[src/rtl/rounder_ctrl.sv]
// rounder_ctrl: multi-cycle sequencer for the FPU rounding stage.
// It accepts an unrounded operand, then normalises, rounds and post-normalises it.
// It returns a packed IEEE single/double result with OVF/UNF/INX flags.
module rounder_ctrl (
  input  logic               clk,
  input  logic               rst,
  input  logic               in_valid,
  output logic               in_ready,
  input  logic               s_in,
  input  logic signed [12:0] er,
  input  logic        [55:0] fr,
  input  logic        [5:0]  lz,
  input  logic               db,
  input  logic        [1:0]  rm,
  input  logic               OVFen,
  input  logic               UNFen,
  output logic               out_valid,
  input  logic               out_ready,
  output logic               s_out,
  output logic        [10:0] e_out,
  output logic        [51:0] f_out,
  output logic               OVF,
  output logic               UNF,
  output logic               INX
);

  typedef enum logic [2:0] {IDLE, NORM, ROUND, POST, DONE} state_t;

  state_t state, state_n;

  function automatic logic signed [12:0] emax_of(input logic d);
    return d ? 13'sd1023 : 13'sd127;
  endfunction

  function automatic logic signed [12:0] alpha_of(input logic d);
    return d ? 13'sd1536 : 13'sd192;
  endfunction

  // Round {hidden, fraction} at the format lsb; returns {inexact, carry, hidden, fraction[51:0]}.
  // For single, the 23-bit fraction sits at [51:29] so both formats share one layout.
  function automatic logic [54:0] round_sig(input logic [55:0] g, input logic stk,
                                            input logic d, input logic [1:0] mode,
                                            input logic s);
    logic [53:0] base, unit;
    logic        lsb, grd, st, inc;
    if (d) begin
      base = {1'b0, g[55:3]};
      unit = 54'd1;
      lsb  = g[3];
      grd  = g[2];
      st   = (|g[1:0]) | stk;
    end else begin
      base = {1'b0, g[55:32], 29'd0};
      unit = 54'd1 << 29;
      lsb  = g[32];
      grd  = g[31];
      st   = (|g[30:0]) | stk;
    end
    case (mode)
      2'b00:   inc = grd & (st | lsb);
      2'b01:   inc = 1'b0;
      2'b10:   inc = ~s & (grd | st);
      default: inc = s & (grd | st);
    endcase
    return {grd | st, base + (inc ? unit : 54'd0)};
  endfunction

  // Post-normalise, bias and saturate; returns {e[10:0], f[51:0], ovf, unf, inx}.
  function automatic logic [65:0] post_fix(input logic [53:0] m, input logic signed [12:0] ex,
                                           input logic tiny, input logic d,
                                           input logic [1:0] mode, input logic s,
                                           input logic ovfen, input logic unfen,
                                           input logic inx);
    logic        [53:0] mm;
    logic signed [12:0] e, eb, emax, alpha;
    logic        [51:0] f, fmax;
    logic               ovf, unf, ix, to_inf;
    emax  = emax_of(d);
    alpha = alpha_of(d);
    fmax  = d ? {52{1'b1}} : {{23{1'b1}}, 29'd0};
    mm    = m;
    e     = ex;
    if (mm[53]) begin
      mm = mm >> 1;
      e  = e + 13'sd1;
    end
    f  = mm[51:0];
    // A zero hidden bit means a denormal or zero result: exponent field 0.
    // A denormal that rounded up into the hidden bit has e == emin, giving eb == 1.
    eb  = mm[52] ? e + emax : 13'sd0;
    ovf = mm[52] & (e > emax);
    ix  = inx;
    unf = 1'b0;
    to_inf = (mode == 2'b00) | ((mode == 2'b10) & ~s) | ((mode == 2'b11) & s);
    if (ovf) begin
      if (ovfen) begin
        eb = eb - alpha;
      end else begin
        ix = 1'b1;
        if (to_inf) begin
          eb = d ? 13'sd2047 : 13'sd255;
          f  = 52'd0;
        end else begin
          eb = d ? 13'sd2046 : 13'sd254;
          f  = fmax;
        end
      end
    end
    if (unfen) begin
      unf = tiny;
      if (tiny) eb = eb + alpha;
    end else begin
      unf = tiny & ix;
    end
    return {eb[10:0], f, ovf, unf, ix};
  endfunction

  // captured operand
  logic               s_p0, db_p0, ovfen_p0, unfen_p0;
  logic signed [12:0] er_p0;
  logic        [55:0] fr_p0;
  logic        [5:0]  lz_p0;
  logic        [1:0]  rm_p0;

  // normalise results
  logic        [55:0] g_p1;
  logic signed [12:0] exp_p1;
  logic               stk_p1, tiny_p1;

  // round results
  logic        [53:0] m_p2;
  logic               inx_p2;

  logic signed [12:0] emin_n, en_n, dist_n, negd_n, exp_n;
  logic        [5:0]  shl_n, shr_n;
  logic        [119:0] wide_n;
  logic        [55:0] g_n;
  logic               zero_n, tiny_n, den_n, stk_n;
  logic        [54:0] rnd_n;
  logic        [65:0] post_n;

  assign in_ready = (state == IDLE);

  // Normalise: left-justify, or align to emin for gradual underflow (sticky collects lost bits)
  always_comb begin
    emin_n = 13'sd1 - emax_of(db_p0);
    en_n   = er_p0 - $signed({7'd0, lz_p0});
    zero_n = (fr_p0 == 56'd0);
    tiny_n = ~zero_n & (en_n < emin_n);
    den_n  = tiny_n & ~unfen_p0;
    dist_n = er_p0 - emin_n;
    negd_n = emin_n - er_p0;
    shl_n  = den_n ? dist_n[5:0] : lz_p0;
    shr_n  = (negd_n > 13'sd63) ? 6'd63 : negd_n[5:0];
    wide_n = {fr_p0, 64'd0} >> shr_n;
    g_n    = fr_p0 << shl_n;
    stk_n  = 1'b0;
    exp_n  = en_n;
    if (den_n) begin
      exp_n = emin_n;
      if (dist_n < 13'sd0) begin
        g_n   = wide_n[119:64];
        stk_n = |wide_n[63:0];
      end
    end
  end

  // Round and post-normalise on the held stage registers
  always_comb begin
    rnd_n  = round_sig(g_p1, stk_p1, db_p0, rm_p0, s_p0);
    post_n = post_fix(m_p2, exp_p1, tiny_p1, db_p0, rm_p0, s_p0, ovfen_p0, unfen_p0, inx_p2);
  end

  // Next-state sequencing: one operation in flight
  always_comb begin
    state_n = state;
    case (state)
      IDLE:    if (in_valid) state_n = NORM;
      NORM:    state_n = ROUND;
      ROUND:   state_n = POST;
      POST:    state_n = DONE;
      DONE:    if (out_valid && out_ready) state_n = IDLE;
      default: state_n = IDLE;
    endcase
  end

  // Control registers; the result is presented one cycle after it lands in DONE
  always_ff @(posedge clk or posedge rst) begin
    if (rst) begin
      state     <= IDLE;
      out_valid <= 1'b0;
    end else begin
      state     <= state_n;
      out_valid <= (state == DONE) && !(out_valid && out_ready);
    end
  end

  // Result registers, loaded at the end of POST and held through DONE
  always_ff @(posedge clk or posedge rst) begin
    if (rst) begin
      s_out <= 1'b0;
      e_out <= 11'd0;
      f_out <= 52'd0;
      OVF   <= 1'b0;
      UNF   <= 1'b0;
      INX   <= 1'b0;
    end else if (state == POST) begin
      s_out <= s_p0;
      {e_out, f_out, OVF, UNF, INX} <= post_n;
    end
  end

  // Stage datapath registers, no reset
  always_ff @(posedge clk) begin
    // IDLE -> NORM: capture operand
    if (state == IDLE && in_valid) begin
      s_p0     <= s_in;
      er_p0    <= er;
      fr_p0    <= fr;
      lz_p0    <= lz;
      db_p0    <= db;
      rm_p0    <= rm;
      ovfen_p0 <= OVFen;
      unfen_p0 <= UNFen;
    end
    // NORM -> ROUND: shifted significand
    if (state == NORM) begin
      g_p1    <= g_n;
      exp_p1  <= exp_n;
      stk_p1  <= stk_n;
      tiny_p1 <= tiny_n;
    end
    // ROUND -> POST: rounded significand
    if (state == ROUND) begin
      inx_p2 <= rnd_n[54];
      m_p2   <= rnd_n[53:0];
    end
  end

endmodule

[config.mk]
export PLATFORM = sky130hd
export DESIGN_NAME = rounder_ctrl
export DESIGN_NICKNAME = d
export VERILOG_FILES = /design/src/rtl/rounder_ctrl.sv
export SDC_FILE = /design/constraint.sdc
export NUM_CORES = 1
export LEC_CHECK = 0
export BUFFER_PORTS_ARGS = -buffer_cell sky130_fd_sc_hd__buf_2
export CORE_UTILIZATION = 57
export DETAILED_ROUTE_END_ITERATION = 7
export PLACE_DENSITY = 0.76
export SYNTH_ARGS = -nofsm -noshare
export SYNTH_HDL_FRONTEND = slang
export SYNTH_SLANG_ARGS = --single-unit
export TNS_END_PERCENT = 20
[constraint.sdc]
create_clock -name clk -period 12.1 [get_ports clk]
set_input_delay 1.21 -clock clk [delete_from_list [all_inputs] [get_ports clk]]
set_output_delay 1.21 -clock clk [all_outputs]
set_load 0.01 [all_outputs]
* Word level (Yosys, flattened, before mapping)
Index checks and enable logic that the tools add are counted.
** Operators by class
- Bitwise operators :: 18
- Order comparisons :: 4
- Reductions and logical operators :: 12
- Add/sub/neg operators :: 9
- Muxes and demuxes :: 34
- Shift operators :: 2
- Equality and inequality tests :: 9
** Operators with widths (number)
- 52-bit two-way mux :: 3
- 120-bit by 6-bit >> shifter with 120-bit output :: 1
- 56-bit two-way mux :: 2
- 11-bit two-way mux :: 9
- 64-bit OR reduction :: 1
- 29-bit two-way mux :: 2
- 56-bit zero test :: 1
- 56-bit by 6-bit left shift with 56-bit output :: 1
- 53-bit by 54-bit adder with 54-bit output :: 1
- 54-bit two-way mux :: 1
- 53-bit two-way mux :: 1
- 31-bit OR reduction :: 1
- 30-bit two-way mux :: 1
- 13-bit two-way mux :: 2
- 13-bit subtractor :: 2
- 11-bit adder :: 2
- 3-bit one-hot mux with 5 select lines :: 1
- 13-bit by 2-bit adder with 13-bit output (second input constant) :: 1
- 13-bit by 11-bit greater-than comparator with 1-bit output :: 1
- 13-bit by 7-bit greater-than comparator with 1-bit output (second input constant) :: 1
- 13-bit by 1-bit less-than comparator with 1-bit output (second input constant) :: 1
- 13-bit less-than comparator :: 1
- 13-bit by 7-bit subtractor with 13-bit output :: 1
- 2-bit by 13-bit subtractor with 13-bit output (first input constant) :: 1
- 21 further kinds :: 49
** Storage, ports and cells
- Flip-flop bits (word level) :: 278
- Output and inout bits :: 69

* Depth between registers and ports, before layout
- Depth in word-level cells :: 10
- Gate-level depth with buffers :: 28
- Mapped depth without buffers :: 23

* Worst setup path before layout
OpenSTA, ideal clock, no wires.
- Path type :: reg2reg
- Start point :: register state[1]
- End point :: register state[1]
- Cell stages (with the launch flop) :: 3
- Buffers on the path :: 0
- Slack :: 5.804 ns
- Arrival :: 6.201 ns
- Path through :: dfrtp_1 > nor3b_1 > or2_2
** Between the ends
- Longest elaborated chain between the ends :: 3
** Ends and longest elaborated chain
- start, declared :: line 29 : state_t state, state_n;
- start signal, assigned :: line 193 : state <= state_n;
- 3-bit == test or 3-bit zero test (tied branches) :: line 177 : case (state)
- 2-bit inequality test (no line)
- 2-bit AND reduction (no line)
Several ways; a longest one is shown, not always the timed one.
A chain may end at the register's enable or synchronous reset.

* Final worst setup path
- Start point :: register er_p0[0]
- End point :: register g_p1[18], data pin
** Between the ends
- Longest elaborated chain between the ends :: 8
** Ends and longest elaborated chain
- start, declared :: line 120 : logic signed [12:0] er_p0;
- start signal, assigned :: line 218 : er_p0 <= er;
- 13-bit by 7-bit subtractor with 13-bit output :: line 147 : en_n = er_p0 - $signed({7'd0, lz_p0});
- 13-bit less-than comparator :: line 149 : tiny_n = ~zero_n & (en_n < emin_n);
- 1-bit AND :: line 149
- 1-bit AND :: line 150 : den_n = tiny_n & ~unfen_p0;
- 6-bit two-way mux :: line 153 : shl_n = den_n ? dist_n[5:0] : lz_p0;
- 56-bit by 6-bit left shift with 56-bit output :: line 156 : g_n = fr_p0 << shl_n;
- 56-bit two-way mux :: line 161 : if (dist_n < 13'sd0) begin
- 56-bit two-way mux * :: line 159 : if (den_n) begin
- net g_n[18] :: line 137 : logic [55:0] g_n;
- end signal, assigned :: line 228 : g_p1 <= g_n;
- end, declared :: line 126 : logic [55:0] g_p1;
Mark *: on every way through the listed nets, which the timed path passes. The rest lies on a longest branch.

==> results list <==
* Count of cells along the worst register-to-register path: 23
- Post-CTS setup buffers: 0
- Compared with the post-synthesis result, the final layout area differs by 9.11%.
* Overall power consumption: 6770 uW
* Routed length per placed instance: 29.4 um
- The number of nets in the synthesized netlist is 2643.
- Overall overflow remaining after global route: 0
- Fin crit share: 60.3%
- Worst vdd rail ir drop: 236 uV
* Average via count per standard cell: 7.24
* I/O pin count: 154
- Global-route total usage across every layer: 45.2%
- For this run, design rule violations remaining after detail routing come to 0.
- Number of gates resized after CTS: 0
* Share of cells above drive strength 1: 13.4%
- Start point of the worst hold path: s_out
- The first global-routing pass estimated 134000 um of wire.
* Htree depth: 1
* Area of the die: 39600 um^2
* Result of the run: completed
* Count of cells along the worst hold path: 2
- Summing all placed instances gives a cell area of 23100 um^2.
* Number of DRC markers after the initial detailed-route iteration: 3090
- Setup repair after global routing left no endpoint under its margin.
- The startpoint identified for the worst register-to-register timing path is er_p0[0].
* Via count of the first global-routing pass: 21500
- Most used standard cells in the synthesized netlist: sky130_fd_sc_hd__nand2_1, sky130_fd_sc_hd__edfxtp_1, sky130_fd_sc_hd__mux2i_1
- Number of buffers created by CTS: 30
- In this run the worst path has a maximum fanout of 60.
* Flip-flop and latch count after synthesis: 278
* HPWL after detailed placement: 64400 um
* Mapped cell area: 22100 um^2
- TritonCTS built the clock tree.
- For the pin with the worst max-slew slack, the measured transition is 1400 ps.
* Via count: 22300
- Highest achievable clock rate: 137 MHz
- Minimum period implied by the final worst setup slack: 7300 ps
* Chip width: 199 um
- Flop2flop setup slack: 4800 ps
- Number of max-slew violations in the final report: 0
- Counting flops with a built-in enable in the synthesized netlist gives 207.
* Setup CP Type: reg -> reg
- The floorplan has 71 rows.
* Clock Tree Root: sky130_fd_sc_hd__clkbuf_16
- Final setup violation count: 0
* Deepest clock path buffer count: 3
* CTS Hold Bufs: 0
* WP data required: 12410 ps
- The path class of the tightest hold or removal check is reg -> reg.
* Number of inserted filler cells in the final layout: 2964
- For the worst setup path, the data arrival time is 7600 ps.
- Clock Skew: 32.0 ps
- Cell total after placement: 3021
* Yosys top cell area share: 28.1%
- The finished cells cover 24100 um^2.
- Post-Synthesis Mean Instance Area: 8.80 um^2
* Sum Neg Setup Slack: 0 ps
- Final hold violation count: 0
- Counting distinct cell types in the post-synthesis netlist gives 99.
- Ys flop type: sky130_fd_sc_hd__edfxtp_1
- During placement, the flow inserted port buffers numbering 153.
- Hold slack: 479 ps
- Clock Latency Late Sink: 610 ps
- The initial antenna violation count was 3.
- The analysis attributes to cell leakage a power of 0.00938 uW.
- Routability-driven placement finished with a final weighted congestion of 1.04.
* Number of instances in the synthesized netlist: 2516
- Router iterations before antenna repair: 7
- Top cells by area in the synthesized netlist: sky130_fd_sc_hd__edfxtp_1, sky130_fd_sc_hd__mux2i_1, sky130_fd_sc_hd__dfrtp_1
* Core Area: 37900 um^2
- STA classifies the critical path endpoint as a register.
- The endpoint identified for the worst register-to-register timing path is g_p1[18].
- Maximum number of pins on one net before global-route repair: 89
- Cell accounting for the most synthesized area: sky130_fd_sc_hd__edfxtp_1
* Power Density: 280 nW/um^2
* Proportion of synthesized chip area in sequential cells: 36.1%
* End point of the most critical hold path: s_out
- Post-route insts no fill: 3078
- Max-cap violations in this run came to 0.
- The floorplan step set the die height to 199 um.
* Final Net Count: 2669
* Clock input transition at the sequential cells of the worst setup and hold paths: 70 ps
- Once the floorplan was initialized, standard cells occupied 58.3% of the core.
- During synthesis, Yosys emitted a total of 0 warnings.
- In this run the tightest slew margin relative to its limit is 5.22%.
* Number of nets with antenna violations after routing: 0
* Number of clock sinks seen by CTS: 278
- By instance count, the leading cell after synthesis is sky130_fd_sc_hd__nand2_1.
- Share of synthesized flip-flops with an asynchronous set or reset: 25.5%
- Detailed-route wire length: 90600 um
* Startpoint kind of the worst setup timing path: register
==> state kept, by name, summed over array words and instances, names as in the netlist, 2 cells and up <==
register  count
g_p1         56
state         3
m_p2         54
f_out        52
lz_p0         6
e_out        11
er_p0        13
rm_p0         2
exp_p1       13
fr_p0        56
==> critical path: stages, from the launching register on <==
cell and delay [ps]:
sky130_fd_sc_hd__edfxtp_1 410, sky130_fd_sc_hd__inv_1 70, sky130_fd_sc_hd__buf_4 450, sky130_fd_sc_hd__ha_1 280, sky130_fd_sc_hd__inv_1 70, sky130_fd_sc_hd__fa_1 400
sky130_fd_sc_hd__a21oi_1 220, sky130_fd_sc_hd__o22ai_1 160, sky130_fd_sc_hd__nor4_1 300, sky130_fd_sc_hd__xnor2_1 220, sky130_fd_sc_hd__ha_1 300, sky130_fd_sc_hd__a2111oi_0 350
sky130_fd_sc_hd__and3_1 210, sky130_fd_sc_hd__a41o_1 190, sky130_fd_sc_hd__o21a_1 180, sky130_fd_sc_hd__buf_4 390, sky130_fd_sc_hd__mux2i_4 290, sky130_fd_sc_hd__buf_4 650
sky130_fd_sc_hd__mux2i_1 480, sky130_fd_sc_hd__nand2_1 100, sky130_fd_sc_hd__a21oi_1 160, sky130_fd_sc_hd__nor2_1 70, sky130_fd_sc_hd__o21ai_0 730, sky130_fd_sc_hd__o221ai_1 200
==> how the worst max path moves through the flow <==
stage / from / endpoint / slack [ps] / depth (start not counted)
after global routing: er_p0[0] / g_p1[55] / 4620 / 23
after global placement: er_p0[0] / g_p1[55] / 5330 / 23
final: er_p0[0] / g_p1[18] / 4800 / 23
after detailed placement: er_p0[0] / g_p1[55] / 5070 / 23
after floorplan: state[1] / state[1] / 5800 / 2
after CTS: er_p0[0] / g_p1[18] / 5060 / 23
==> stage by stage <==
stage / setup slack (ps) / utilization (%)
after floorplan: 5800 / -
after global placement: 5330 / 60.9
after detailed placement: 5070 / 60.9
after CTS: 5060 / 63.6
after global routing: 4620 / 63.6
final: 4800 / 63.7
==> cells in the final DEF (no fill, tap or decap), types with 9 or more instances in the layout <==
cell and count:
sky130_fd_sc_hd__nand2_1 344, sky130_fd_sc_hd__edfxtp_1 207, sky130_fd_sc_hd__mux2i_1 204, sky130_fd_sc_hd__nor2_1 197, sky130_fd_sc_hd__a21oi_1 154, sky130_fd_sc_hd__buf_2 153
sky130_fd_sc_hd__o21ai_0 123, sky130_fd_sc_hd__dfrtp_1 71, sky130_fd_sc_hd__nand3_1 71, sky130_fd_sc_hd__a211oi_1 62, sky130_fd_sc_hd__xnor2_1 56, sky130_fd_sc_hd__buf_4 54
sky130_fd_sc_hd__inv_1 47, sky130_fd_sc_hd__o211ai_1 45, sky130_fd_sc_hd__ha_1 38, sky130_fd_sc_hd__xor2_1 37, sky130_fd_sc_hd__nor3_1 37, sky130_fd_sc_hd__o22ai_1 36
sky130_fd_sc_hd__mux2_2 35, sky130_fd_sc_hd__a22oi_1 35, sky130_fd_sc_hd__nor2b_1 34, sky130_fd_sc_hd__o22a_1 33, sky130_fd_sc_hd__clkbuf_16 31, sky130_fd_sc_hd__nand4_1 29
sky130_fd_sc_hd__nor4_1 29, sky130_fd_sc_hd__o31ai_1 28, sky130_fd_sc_hd__a31oi_1 24, sky130_fd_sc_hd__and3_1 20, sky130_fd_sc_hd__o221ai_1 20, sky130_fd_sc_hd__a221oi_1 18
sky130_fd_sc_hd__and2_1 17, sky130_fd_sc_hd__nand2b_1 15, sky130_fd_sc_hd__or3_1 12, sky130_fd_sc_hd__a211o_1 12, sky130_fd_sc_hd__a22o_1 12, sky130_fd_sc_hd__o21a_1 11
sky130_fd_sc_hd__a21o_1 9
==> where the power goes <==
part | total [uW] | internal, uW | switching [uW] | leakage (uW)
registers | 1920 | 1500 | 416 | 0.00279
clock network | 960 | 542 | 417 | 0.000504
logic | 3890 | 1310 | 2590 | 0.00609
total | 6770 | 3350 | 3420 | 0.00938
==> cell families after synthesis <==
group	Yosys count	synth area share (%)
adder cells (fa/ha/maj)	42	2.48
XOR/XNOR	97	3.87
multiplexers	249	11.8
flip-flops	278	36.1
buffers and inverters	261	5.15
AND/OR/NAND/NOR	851	17.7
AO/OA/AOI/OAI	738	22.9
==> layout make-up <==
cell class	instances	area [um^2]	share of cell area, %
diodes	1	2.50	0.0104
clock buffers	37	798	3.31
clock inverters	19	226	0.938
inverters	48	180	0.746
multi-input cells	1977	13100	54.4
flip-flops and latches	278	7990	33.1
well taps	511	639	2.65
repair buffers	207	1170	4.85
==> metal layers <==
layer	up-vias	routed length, um	GRT usage [%]
li1	9501	-	-
met1	10400	32500	53.1
met2	1872	41600	74.4
met3	461	9590	9.83
met4	4	6930	29.8
met5	-	24	0
No activity file was read; power rests on OpenSTA's default activity.
